## src/rtl/counter24_pkg.sv

```systemverilog
// Shared constants for the BCD counter and its multiplexed 7-segment display.
package counter24_pkg;

    // Largest legal value of a single BCD digit.
    localparam logic [3:0] BCD_MAX = 4'd9;

    // Active-high segment patterns {dp,g,f,e,d,c,b,a}; dp is never lit.
    localparam logic [7:0] SEG_0    = 8'h3F;
    localparam logic [7:0] SEG_1    = 8'h06;
    localparam logic [7:0] SEG_2    = 8'h5B;
    localparam logic [7:0] SEG_3    = 8'h4F;
    localparam logic [7:0] SEG_4    = 8'h66;
    localparam logic [7:0] SEG_5    = 8'h6D;
    localparam logic [7:0] SEG_6    = 8'h7D;
    localparam logic [7:0] SEG_7    = 8'h07;
    localparam logic [7:0] SEG_8    = 8'h7F;
    localparam logic [7:0] SEG_9    = 8'h6F;
    localparam logic [7:0] SEG_DASH = 8'h40;

    // Active-low digit enables: bit 0 drives the ones digit, bit 1 the tens digit.
    typedef enum logic [1:0] {
        DIG_ONES = 2'b10,
        DIG_TENS = 2'b01
    } dig_sel_e;

endpackage

```

## src/rtl/bcd7seg.sv

```systemverilog
// Combinational BCD digit to 7-segment pattern decoder; non-BCD codes show a dash.
module bcd7seg
    import counter24_pkg::*;
(
    input  logic [3:0] bcd,
    output logic [7:0] seg
);

    // Table lookup of the segment pattern for one digit.
    always_comb begin
        seg = SEG_DASH;
        case (bcd)
            4'd0:    seg = SEG_0;
            4'd1:    seg = SEG_1;
            4'd2:    seg = SEG_2;
            4'd3:    seg = SEG_3;
            4'd4:    seg = SEG_4;
            4'd5:    seg = SEG_5;
            4'd6:    seg = SEG_6;
            4'd7:    seg = SEG_7;
            4'd8:    seg = SEG_8;
            4'd9:    seg = SEG_9;
            default: seg = SEG_DASH;
        endcase
    end

endmodule

```

## src/rtl/counter24_bcd_scan.sv

```systemverilog
// Modulo-MOD BCD up/down counter advanced by rising edges of a slow divided
// clock (sampled as data), with a two-digit multiplexed 7-segment display.
module counter24_bcd_scan
    import counter24_pkg::*;
#(
    parameter int MOD      = 24,
    parameter int SCAN_DIV = 12000,
    parameter int SCAN_W   = 14
) (
    input  logic       clk,
    input  logic       rst_n,
    input  logic       tick_in,
    input  logic       run,
    input  logic       up_dn,
    input  logic       clr,
    input  logic       load,
    input  logic [7:0] load_val,
    output logic [3:0] tens,
    output logic [3:0] ones,
    output logic       carry,
    output logic       load_err,
    output logic [7:0] seg,
    output logic [1:0] dig_sel
);

    localparam logic [3:0]        MAX_TENS  = 4'((MOD - 1) / 10);
    localparam logic [3:0]        MAX_ONES  = 4'((MOD - 1) % 10);
    localparam logic [7:0]        MOD_B     = 8'(MOD);
    localparam logic [SCAN_W-1:0] SCAN_LAST = SCAN_W'(SCAN_DIV - 1);

    // Synchroniser chain for tick_in; vld_pN marks that tick_pN holds a sample
    // taken after reset release, so a level already high at release is no edge.
    logic tick_p0, tick_p1, tick_p2;
    logic vld_p0, vld_p1, vld_p2;
    logic tick;

    logic [3:0] tens_nxt, ones_nxt;
    logic       carry_nxt, load_err_nxt;
    logic       at_max, at_zero;
    logic [3:0] ld_tens, ld_ones;
    logic [7:0] ld_bin;
    logic       load_ok;

    logic [SCAN_W-1:0] scan_cnt;
    logic              scan_wrap;
    dig_sel_e          dig_r, dig_nxt;
    logic [3:0]        seg_digit;
    logic [7:0]        seg_dec;

    // Two-flop synchroniser plus edge-history register, with sample-valid shadow.
    always_ff @(posedge clk or negedge rst_n) begin
        if (!rst_n) begin
            tick_p0 <= 1'b0;
            tick_p1 <= 1'b0;
            tick_p2 <= 1'b0;
            vld_p0  <= 1'b0;
            vld_p1  <= 1'b0;
            vld_p2  <= 1'b0;
        end else begin
            tick_p0 <= tick_in;
            tick_p1 <= tick_p0;
            tick_p2 <= tick_p1;
            vld_p0  <= 1'b1;
            vld_p1  <= vld_p0;
            vld_p2  <= vld_p1;
        end
    end

    assign tick = tick_p1 & ~tick_p2 & vld_p2;

    assign at_max  = (tens == MAX_TENS) && (ones == MAX_ONES);
    assign at_zero = (tens == 4'd0) && (ones == 4'd0);

    assign ld_tens = load_val[7:4];
    assign ld_ones = load_val[3:0];
    assign ld_bin  = ({4'd0, ld_tens} * 8'd10) + {4'd0, ld_ones};
    assign load_ok = (ld_tens <= BCD_MAX) && (ld_ones <= BCD_MAX) && (ld_bin < MOD_B);

    // Next counter value: clear beats load, load beats a counting tick.
    always_comb begin
        tens_nxt     = tens;
        ones_nxt     = ones;
        carry_nxt    = 1'b0;
        load_err_nxt = 1'b0;
        if (clr) begin
            tens_nxt = 4'd0;
            ones_nxt = 4'd0;
        end else if (load) begin
            if (load_ok) begin
                tens_nxt = ld_tens;
                ones_nxt = ld_ones;
            end else begin
                load_err_nxt = 1'b1;
            end
        end else if (tick && run) begin
            if (up_dn) begin
                if (at_max) begin
                    tens_nxt  = 4'd0;
                    ones_nxt  = 4'd0;
                    carry_nxt = 1'b1;
                end else if (ones == BCD_MAX) begin
                    ones_nxt = 4'd0;
                    tens_nxt = tens + 4'd1;
                end else begin
                    ones_nxt = ones + 4'd1;
                end
            end else begin
                if (at_zero) begin
                    tens_nxt  = MAX_TENS;
                    ones_nxt  = MAX_ONES;
                    carry_nxt = 1'b1;
                end else if (ones == 4'd0) begin
                    ones_nxt = BCD_MAX;
                    tens_nxt = tens - 4'd1;
                end else begin
                    ones_nxt = ones - 4'd1;
                end
            end
        end
    end

    // Counter digits and the single-cycle status pulses.
    always_ff @(posedge clk or negedge rst_n) begin
        if (!rst_n) begin
            tens     <= 4'd0;
            ones     <= 4'd0;
            carry    <= 1'b0;
            load_err <= 1'b0;
        end else begin
            tens     <= tens_nxt;
            ones     <= ones_nxt;
            carry    <= carry_nxt;
            load_err <= load_err_nxt;
        end
    end

    // Scan slot timing and which digit the next slot will show; the segment
    // pattern is looked up for that next digit so seg and dig_sel move together.
    assign scan_wrap = (scan_cnt == SCAN_LAST);

    always_comb begin
        dig_nxt = dig_r;
        if (scan_wrap) begin
            dig_nxt = (dig_r == DIG_ONES) ? DIG_TENS : DIG_ONES;
        end
        seg_digit = (dig_nxt == DIG_ONES) ? ones : tens;
    end

    bcd7seg u_bcd7seg (
        .bcd (seg_digit),
        .seg (seg_dec)
    );

    // Scan counter, digit enable and registered segment drive.
    always_ff @(posedge clk or negedge rst_n) begin
        if (!rst_n) begin
            scan_cnt <= '0;
            dig_r    <= DIG_ONES;
            seg      <= SEG_0;
        end else begin
            scan_cnt <= scan_wrap ? '0 : scan_cnt + SCAN_W'(1);
            dig_r    <= dig_nxt;
            seg      <= seg_dec;
        end
    end

    assign dig_sel = dig_r;

endmodule

```

## config.mk

```make
export PLATFORM = sky130hd
export DESIGN_NAME = counter24_bcd_scan
export DESIGN_NICKNAME = d
export VERILOG_FILES = /design/src/rtl/counter24_pkg.sv /design/src/rtl/bcd7seg.sv /design/src/rtl/counter24_bcd_scan.sv
export SDC_FILE = /design/constraint.sdc
export NUM_CORES = 1
export LEC_CHECK = 0
export CORE_MARGIN = 10
export CORE_UTILIZATION = 30
export DETAILED_ROUTE_END_ITERATION = 10
export GPL_TIMING_DRIVEN = 0
export PLACE_DENSITY = 0.57
export REMOVE_ABC_BUFFERS = 1
export SYNTH_ARGS = -nofsm -noshare
export SYNTH_HDL_FRONTEND = slang
export SYNTH_SLANG_ARGS = --single-unit
```

## constraint.sdc

```tcl
create_clock -name clk -period 3.85 [get_ports clk]
set_input_delay 0.9625 -clock clk [delete_from_list [all_inputs] [get_ports clk]]
set_output_delay 0.9625 -clock clk [all_outputs]
set_load 0.005 [all_outputs]
```

After elaboration in Yosys (flattened, before gate mapping)

Memories as Yosys holds them, arrays and structs flattened. A register that Yosys moved wholly into a read port is not among the register bits.
Index checks and enable logic that the tools add are counted.

Register bits after elaboration: 40
Bits in latches: 0
RAM bits: 0
Bits in read-only memories: 112
Output and inout port bits: 20
Logic and storage cells: 78
Memories: 1

Memories:

| name             | depth | bits a word | read ports | clocked after memory_dff | wr ports | line          | source |
|---|---|---|---|---|---|---|---|
| (name not given) | 16    | 7           | 1          | 1                        | 0        | bcd7seg.sv:12 | `case (bcd)` |

$add $sub $neg: 6
Multiply operators: 1
Divide/modulo/power cells: 0
Order comparisons: 3
Equality and inequality tests: 8
Shifts and indexed selects: 0
Mux-type cells: 31
Bitwise gates (word level): 3
Reductions and logical operators: 12

Operators by type and width:

| cell                                                        | number |
|---|---|
| two-way mux 4 bit                                           | 19 |
| adder 14 x 1 -> 14 bit (second input constant)              | 1 |
| equality test 14 bit (second input constant)                | 1 |
| two-way mux 14 bit                                          | 1 |
| two-way mux 1 bit                                           | 9 |
| adder 4 x 1 -> 4 bit (second input constant)                | 2 |
| adder 8 x 4 -> 8 bit                                        | 1 |
| equality test 4 x 2 -> 1 bit (second input constant)        | 2 |
| <= comparator 4 bit (second input constant)                 | 2 |
| logical NOT 4 bit                                           | 2 |
| less-than comparator 8 x 5 -> 1 bit (second input constant) | 1 |
| subtractor 4 x 1 -> 4 bit (second input constant)           | 2 |
| multiplier 4 x 3 -> 7 bit (second input constant)           | 1 |
| logical AND 1 bit                                           | 5 |
| != test 5 x 1 -> 1 bit (second input constant)              | 1 |
| nonzero test 5 bit                                          | 1 |
| equality test 2 bit (second input constant)                 | 2 |
| equality test 4 bit (second input constant)                 | 1 |
| two-way mux 2 bit                                           | 2 |
| AND reduction 4 bit                                         | 1 |
| != test 3 x 2 -> 1 bit (second input constant)              | 1 |
| nonzero test 3 bit                                          | 1 |
| bitwise AND 1 bit                                           | 2 |
| AND reduction 2 bit                                         | 1 |
| 2 further kinds                                             | 2 |

Logic depth before layout (Yosys ltp)

Gate-level depths: netlist (run 1).

Depth after elaboration: 7
Depth in mapped cells: 9
Gate-level depth less buffers: 9

Modules after synthesis

Synthesis (run 1) repeated with hierarchy kept, for this count alone.

Cells, all modules: 242
Area total of the unflattened synthesis: 2478.6 µm²

Modules (own cells, without submodules):

| module             | times used | cells each | area each (µm²) | seq. area each (µm²) |
|---|---|---|---|---|
| counter24_bcd_scan | 1          | 211        | 2239.6          | 1009.7 |
| bcd7seg            | 1          | 31         | 239.0           | 0.0 |

Worst setup path after synthesis (run 1)

Ideal clock, no wire load.

Path kind: input to register
Start point: input port load_val[5]
End point: register ones[2]
Library setup time: 0.125 ns
Data arrival time: 3.328 ns
Required time: 3.725 ns
Slack: 0.398 ns
Cell stages on the path: 7
Path buffers: 0
Cells stage by stage: ha_1 > ha_1 > fa_1 > a2111oi_0 > nor3_1 > a311oi_1 > mux2_2

Word-level cells in the longest chain between the ends: 6

RTL lines:

| what                                | line                      | source |
|---|---|---|
| start: declaration                  | counter24_bcd_scan.sv:17  | `input logic [7:0] load_val,` |
| multiplier 4 x 3 -> 7 bit           | counter24_bcd_scan.sv:76  | `assign ld_bin = ({4'd0, ld_tens} * 8'd10) + {4'd0, ld_ones};` |
| adder 8 x 4 -> 8 bit                | counter24_bcd_scan.sv:76  |  |
| less-than comparator 8 x 5 -> 1 bit | counter24_bcd_scan.sv:77  | `assign load_ok = (ld_tens <= BCD_MAX) && (ld_ones <= BCD_MAX) && (ld_bin < MOD_B);` |
| logical AND 1 bit *                 | counter24_bcd_scan.sv:77  |  |
| != test 3 x 2 -> 1 bit (no line) *  | n/a                       |  |
| AND reduction 2 bit (no line) *     | n/a                       |  |
| end signal: assignment              | counter24_bcd_scan.sv:131 | `ones <= ones_nxt;` |
| end: declaration                    | counter24_bcd_scan.sv:19  | `output logic [3:0] ones,` |

Every way passes the cells marked *; elsewhere a longest branch is shown, timed or not.
A chain may end at the register's enable or synchronous reset.

Final worst setup path (run 1)

Start point: input port load_val[7]
End point: register ones[2]

The elaborated chain is that of the path after synthesis.

==> run_results.csv, run 1 <==
group,metric,value,unit
sta,hold_ws,0.358,ns
synthesis,ys_top_cells_by_count,"dfrtp_1 (32), nor2_1 (25), ha_1 (19), nand2_1 (15), mux2_2 (11)",
die,die_h,112,um
worst_setup_path,crit_chain,"clkdlybuf4s50_1 > ha_1 > ha_1 > fa_1 > xor2_1 > nor3_1 > a21oi_1 > a311oi_2 > mux2_2",
sta,finalHoldViolCount,0,
routing,wirelength,5760,um
power_and_ir_drop,p_total,950,uW
worst_setup_path,ff2ff_setup_slack,0.56,ns
synthesis,avgSynthCellArea,9.92,um^2
clock_network,cts_buffer_depth,2,
sta,fin_skew,0.0169,ns
die,initial_core_util,30.8,%
run_status,run_status,"completed",
synthesis,yosys_warnings,0,
min_path,hold_class,"reg2reg",
worst_setup_path,r2r-end,"seg[5]",
place,gp_congestion,0.818,
die,coreArea,8220,um^2
synthesis,synthAdderAreaFrac,10.2,%
synthesis,synthDistinctLibCells,52,
power_and_ir_drop,cellPowerDensity,308,nW/um^2
min_path,min_from,"vld_p0",
worst_setup_path,crit_required,4.03,ns
sta,grt_setup_unrepaired,"false",
finish,fin_area,3080,um^2
synthesis,yosys.area.top_type_share,31.7,%
clock_network,cts_hold_buffers,0,
global_routing,grt_start_max_net_pins,31,
clock_network,clk_latency,0.30,ns
routing,post-route-drc-count,0,
global_routing,antenna_found_initial,0,
worst_setup_path,path_buf_inv,1,
place,dpl-instance-area,2960,um^2
worst_setup_path,cpPeakStageDelay,0.60,ns
worst_setup_path,path_common_cell,"ha_1",
worst_setup_path,critPathMaxFanout,7,
synthesis,synth_simple_gate_area_share,17.9,%
synthesis,synth_async_sr_flop_share,100,%
finish,drive_gt1_share,13.2,%
clock_network,cts.sinks,39,
synthesis,synthCells,255,
place,dp_slack,-0.425,ns
clock_network,clk_pin_slew,0.08,ns
clock_network,numCtsBuffers,5,
clock_network,clock-root-buffer,"clkbuf_8",
routing,antenna_left,0,
routing,vias,1987,
power_and_ir_drop,leakagePower,1.35,nW
global_routing,overflow,0,
global_routing,grt_pass1_wl,9650,um
synthesis,synth_top_family_by_area,"simple AND/OR/NAND/NOR gates",
synthesis,ys.flop_type,"dfrtp_1",
worst_setup_path,endpoint_kind,"register",
synthesis,post-synth-top-count-cell,"dfrtp_1",
synthesis,synth-xor-area-share,5.49,%
finish,antennaDiodeCount,0,
place,port_buffers,33,
sta,fmax,0.272,GHz
sta,final.setup.worst_slack,0.169,ns
synthesis,ys_top_cells_by_area,"dfrtp_1 (32%), ha_1 (9.4%), dfstp_2 (7.3%)",
routing,dr.pass1.iters,4,
synthesis,ys_seq_area_share,38.9,%
synthesis,netlist_area,2530,um^2
synthesis,synth-compound-area-share,16.2,%
global_routing,grt_pass1_vias,1992,
global_routing,track_usage,8.97,%
run,drv_cap,0,
clock_network,htree_levels,2,
place,place_hpwl,4350,um
sta,min_period,3.68,ns
sta,setup_viol,0,
worst_setup_path,slowest_stage,"clkdlybuf4s50_1",
worst_setup_path,cp_data_arrival_time,3.86,ns
die,dieArea,12500,um^2
finish,syn_to_final_growth,21.9,%
min_path,holdPathStages,0,
synthesis,synth-seq-cells,39,
die,dieWidth,112,um
worst_setup_path,reg2reg_depth,8,
sta,max_slew_margin,35.7,%
finish,fin_util,37.5,%
routing,drt_iter0_drc,128,
sta,worst_slew_pin_slew,0.957,ns
synthesis,yosysTopAreaCell,"dfrtp_1",
routing,vias_per_cell,5.06,
sta,fin_crit_sh,95.6,%
worst_setup_path,cp-start-kind,"input pin",
power_and_ir_drop,vdd_drop_max,0.000119,V
worst_setup_path,crit_path_end,"ones[2]",
sta,maxSlewViolCount,0,
worst_setup_path,crit_type,"in2reg",
synthesis,synth_edf_count,0,
synthesis,synth.mux.area_fraction,7.86,%
worst_setup_path,r2r-start,"scan_cnt[5]",
worst_setup_path,critical_path.top_delay_family,"adder cells",
worst_setup_path,cp-startpoint,"load_val[7]",
finish,finalNetCount,322,
routing,wire_per_inst,14.7,um
die,rows,33,
die,io_pins,35,
clock_network,tritoncts,"yes",
worst_setup_path,path_depth,9,
## layout by cell type, fill, tap and decap left out, types with 5 or more instances in the layout
cell type         n
a21oi_1           7
a31oi_1           6
clkbuf_8          5
clkdlybuf4s50_1  32
dfrtp_1          32
dfstp_2           7
ha_1             19
inv_1             9
mux2_2           11
mux2i_1           6
nand2_1          15
nand3_1          10
nand4_1           5
nor2_1           25
nor2b_1          10
nor3_1            7
xnor2_1           5
xor2_1            9
## report_power, final
| group | internal (mW) | switching (mW) | total [mW] |
|---|---|---|---|
| logic | 0.110 | 0.107 | 0.217 |
| clock network | 0.127 | 0.150 | 0.277 |
| registers | 0.430 | 0.0261 | 0.456 |
| total | 0.667 | 0.283 | 0.950 |
## what timing repair did
action                                 CTS  global route
setup endpoints to repair                2             6
gates resized for setup                  1             3
endpoints found under the hold margin    0             0
pin swaps                                0             2
buffers inserted                         0             2
## worst reg2reg max path, cell delays in order, from the launching register on
cell and delay, ns:
dfrtp_1 0.43, or4b_4 0.57, nor4_4 0.81, xnor2_2 0.32
nor2_1 0.13, a21oi_1 0.31, ha_1 0.23, and3b_1 0.18
o31ai_1 0.23
## area by class of cell
class	count	area, um^2
timing repair buffer	36	360
clock inverter	2	12.5
clock buffer	6	72.6
tap	105	131
multi-input combinational	196	1490
inverter	9	33.8
fill	819	5130
sequential	39	985
## stage by stage
stage | TNS [ns] | std cells
finish | 0 | 393
global route | 0 | 393
CTS | 0 | 391
detailed placement | -2.19 | 383
global placement | -2.35 | 382
floorplan | 0 | 244
## sequential cells by signal, summed over array words and instances (netlist names)
signal and count:
vld_p1 1, tick_p2 1, tick_p0 1, tens 4, vld_p0 1, dig_sel 2, load_err 1, seg 7
scan_cnt 14, vld_p2 1, carry 1, ones 4, tick_p1 1
## per-layer routing
layer | vias up | share of wire [%] | wire (um) | GRT usage [%]
met5 | - | 0 | 0 | 0
met4 | 0 | 0.66 | 38 | 2.31
met2 | 23 | 48 | 2760 | 14.3
met1 | 962 | 48 | 2750 | 11.6
met3 | 4 | 3.7 | 213 | 2.52
li1 | 998 | - | - | -
## worst min path at each step
stage / to / slack [ns]
4_1_cts: vld_p1 / 0.36
5_1_grt: tick_p1 / 0.37
3_3_place_gp: vld_p2 / 0.33
2_1_floorplan: tick_p1 / 0.33
3_5_place_dp: vld_p1 / 0.34
6_report: vld_p1 / 0.36
## logic make-up after synthesis
group | Yosys count
buf+inv | 20
compound gates | 55
simple gates | 86
flops | 39
mux | 18
xor+xnor | 15
fa+ha+maj | 20
other cells | 2
No activity file was read; power rests on OpenSTA's default activity.
==> run 2, diff against run 1 <==
--- a/config.mk
+++ b/config.mk
@@ -5,6 +5,7 @@
 export SDC_FILE = /design/constraint.sdc
 export NUM_CORES = 1
 export LEC_CHECK = 0
+export ABC_AREA = 1
 export CORE_MARGIN = 10
 export CORE_UTILIZATION = 30
 export DETAILED_ROUTE_END_ITERATION = 10
@@ -14,3 +15,4 @@
 export SYNTH_ARGS = -nofsm -noshare
 export SYNTH_HDL_FRONTEND = slang
 export SYNTH_SLANG_ARGS = --single-unit
+export TNS_END_PERCENT = 100
==> run 2 against run 1 <==
Flip-flop and latch count is the same. Combinational power up 63%. Via count rose by 8.4%. Synthesized area rose by 0.69%. First-iteration DRC count shrank 5.5%. Synthesized cell count grew 32%. Largest power group unchanged.
==> run_results.csv, run 2 <==
group,metric,value,unit
global_routing,overflow,0,
sta,max_slew_margin,43.8,%
die,dieArea,12600,um^2
routing,wirelength,5480,um
routing,post-route-drc-count,0,
die,die_h,112,um
power_and_ir_drop,p_switching,376,uW
synthesis,ys_seq_area_share,38.7,%
synthesis,synthCells,336,
power_and_ir_drop,combPwrFrac,30.8,%
place,dp_slack,0.134,ns
finish,drive_gt1_share,7.53,%
finish,top_register,"scan_cnt",
synthesis,yosys.area.top_type_share,31.4,%
sta,fmax,0.296,GHz
min_path,hold_class,"reg2reg",
synthesis,ys_top_cells_by_count,"nand2_1 (107), inv_1 (41), dfrtp_1 (32), nand3_1 (28), nor2_1 (25)",
run_status,run_status,"completed",
global_routing,grt_pass1_wl,9690,um
sta,finalHoldViolCount,0,
synthesis,synth-seq-cells,39,
finish,syn_to_final_growth,19.9,%
power_and_ir_drop,internal_power,772,uW
power_and_ir_drop,power.share.clock,24.9,%
worst_setup_path,cp-start-kind,"input pin",
finish,fin_util,37.0,%
finish,finalNonFillerCells,477,
finish,layout_common_cells,"nand2_1 (107), inv_1 (41), dfrtp_1 (32), clkdlybuf4s50_1 (32), nand3_1 (28)",
clock_network,cts_hold_buffers,0,
power_and_ir_drop,vdd_drop_max,0.000129,V
power_and_ir_drop,p_seq_share,44.3,%
run,drv_cap,0,
die,io_pins,35,
synthesis,synth_edf_count,0,
global_routing,gr-usage-met1,10.6,%
finish,fill_cells,864,
worst_setup_path,crit_chain,"clkdlybuf4s50_1 > ha_1 > ha_1 > fa_1 > a21oi_1 > nand2_1 > nor2_1 > nand2_1 > nand2_1 > nand2_1 > nand2_1 > nand3_1 > nand2_1 > nand2_1",
sta,hold_ws,0.356,ns
min_path,min_from,"tick_p0",
worst_setup_path,cp-startpoint,"load_val[7]",
worst_setup_path,crit_type,"in2reg",
global_routing,antenna_found_initial,0,
routing,dr.pass1.iters,4,
sta,worst_slew_pin_slew,0.843,ns
synthesis,yosysTopAreaCell,"dfrtp_1",
die,initial_core_util,30.8,%
power_and_ir_drop,swShare,32.8,%
sta,maxSlewViolCount,0,
worst_setup_path,critPathMaxFanout,11,
global_routing,gr-usage-met2,14.4,%
worst_setup_path,path_common_cell,"nand2_1",
worst_setup_path,endpoint_kind,"register",
finish,fin_area,3060,um^2
sta,fin_skew,0.0133,ns
finish,multiInputGateArea,1360,um^2
clock_network,cts_buffer_depth,2,
clock_network,htree_levels,2,
clock_network,postCtsSetupBuffers,0,
finish,layout_commonest_cell,"nand2_1",
worst_setup_path,cpPeakStageDelay,0.59,ns
die,coreArea,8260,um^2
die,rows,33,
finish,largest_register_ffs,14,
worst_setup_path,r2r-start,"scan_cnt[0]",
synthesis,post-synth-top-count-cell,"nand2_1",
routing,vias,2153,
worst_setup_path,crit_required,4.05,ns
clock_network,tritoncts,"yes",
power_and_ir_drop,p_total,1.15,mW
finish,largestRegisters,"scan_cnt x14, seg x7",
clock_network,cts.sinks,39,
routing,antenna_left,0,
routing,drt_iter0_drc,121,
synthesis,avgSynthCellArea,7.58,um^2
sta,min_period,3.38,ns
place,dpl.cell_count,469,
sta,grt_setup_unrepaired,"false",
global_routing,grt_start_max_net_pins,40,
power_and_ir_drop,cellPowerDensity,376,nW/um^2
clock_network,postCtsResizedCells,0,
routing,vias_per_cell,4.51,
global_routing,track_usage,8.97,%
finish,antennaDiodeCount,0,
synthesis,yosys_warnings,0,
place,place_hpwl,4360,um
clock_network,clock-root-buffer,"clkbuf_8",
synthesis,synthDistinctLibCells,32,
finish,regArea,985,um^2
global_routing,top_usage_layer,"met2",
clock_network,numCtsBuffers,5,
synthesis,ys_top_cells_by_area,"dfrtp_1 (31%), nand2_1 (16%), ha_1 (9.3%)",
place,dpl-instance-area,2960,um^2
power_and_ir_drop,leakagePower,1.53,nW
synthesis,ys.flop_type,"dfrtp_1",
sta,final.setup.worst_slack,0.471,ns
worst_setup_path,slowest_stage,"clkdlybuf4s50_1",
place,port_buffers,33,
global_routing,grt.met3_usage,3.35,%
clock_network,clk_latency,0.30,ns
finish,finalNetCount,406,
synthesis,synth_async_sr_flop_share,100,%
global_routing,grt_pass1_vias,2141,
synthesis,netlist_area,2550,um^2
sta,setup_viol,0,
worst_setup_path,cp_data_arrival_time,3.57,ns
place,gp_congestion,0.805,
die,dieWidth,112,um
sta,fin_crit_sh,87.8,%
clock_network,clk_pin_slew,0.08,ns
routing,wire_per_inst,11.5,um
sta,fin_tns_setup,0,ns
[run 2: changes by cell type after synthesis, sizes merged, moves of 5 or more]
cell,delta
o21ai,+16
a31oi,-6
xnor2,-5
inv,+34
nand3,+23
nand2,+94
clkbuf,-9
nor2b,-10
a2111oi,-5
mux2,-12
mux2i,-6
nand4,+6
[run 2: cell families (layout without fill, tap and decap cells)]
group,Yosys count,count (layout),synth area share [%]
DFF,39,39,38.7
other,2,2,0.295
adders and majority gates,20,20,10.1
buffers and inverters,48,84,8.01
xor gates and xnor gates,7,7,2.41
AOI/OAI and AO/OA,35,35,7.86
and+or+nand+nor,185,185,32.7
[run 2: layout make-up]
cell class / instances / area share (%)
Multi-Input combinational cell: 249 / 44.5
Sequential cell: 39 / 32.2
Tap cell: 105 / 4.30
Clock inverter: 3 / 0.819
Timing Repair Buffer: 33 / 10.6
Clock buffer: 5 / 2.25
Inverter: 43 / 5.28
[run 2: layer usage]
layer	vias up	wire, um
li1	1146	-
met1	955	2580
met2	42	2440
met3	10	364
met4	0	95
met5	-	0
[run 2: power groups by stage]
stage | clock network, mW | logic, mW | registers (mW)
3_3_place_gp | 0 | 0.358 | 0.516
2_1_floorplan | 0 | 0.197 | 0.514
4_1_cts | 0.298 | 0.362 | 0.510
3_5_place_dp | 0 | 0.360 | 0.517
5_1_grt | 0.313 | 0.416 | 0.515
6_report | 0.286 | 0.354 | 0.508
[run 2: worst paths after layout]
| kind | end | slack, ns | cells after the start |
|---|---|---|---|
| setup reg to reg | seg[0] | 1.20 | 14 |
| setup / recovery | tens[0] | 0.47 | 14 |
| hold / removal | tick_p1 | 0.36 | 0 |
| hold reg to reg | tick_p1 | 0.36 | 0 |
| max in group asynchronous | seg[6] | 2.56 | 1 |
| min in group asynchronous | scan_cnt[5] | 0.76 | 1 |
[run 2: worst max-delay path: cells and delay by family]
kind | cells | cell delay [ns]
adder cells (fa/ha/maj) | 3 | 0.95
AND/OR/NAND/NOR | 9 | 0.95
buffers and inverters | 1 | 0.59
AO/OA/AOI/OAI | 1 | 0.13
==> run 3, diff against run 2 <==
--- a/config.mk
+++ b/config.mk
@@ -12,6 +12,7 @@
 export GPL_TIMING_DRIVEN = 0
 export PLACE_DENSITY = 0.57
 export REMOVE_ABC_BUFFERS = 1
+export SKIP_CTS_REPAIR_TIMING = 1
 export SYNTH_ARGS = -nofsm -noshare
 export SYNTH_HDL_FRONTEND = slang
 export SYNTH_SLANG_ARGS = --single-unit
==> results of run 3 <==
No change in the layout: final DEF, timing and power equal those of run 2.
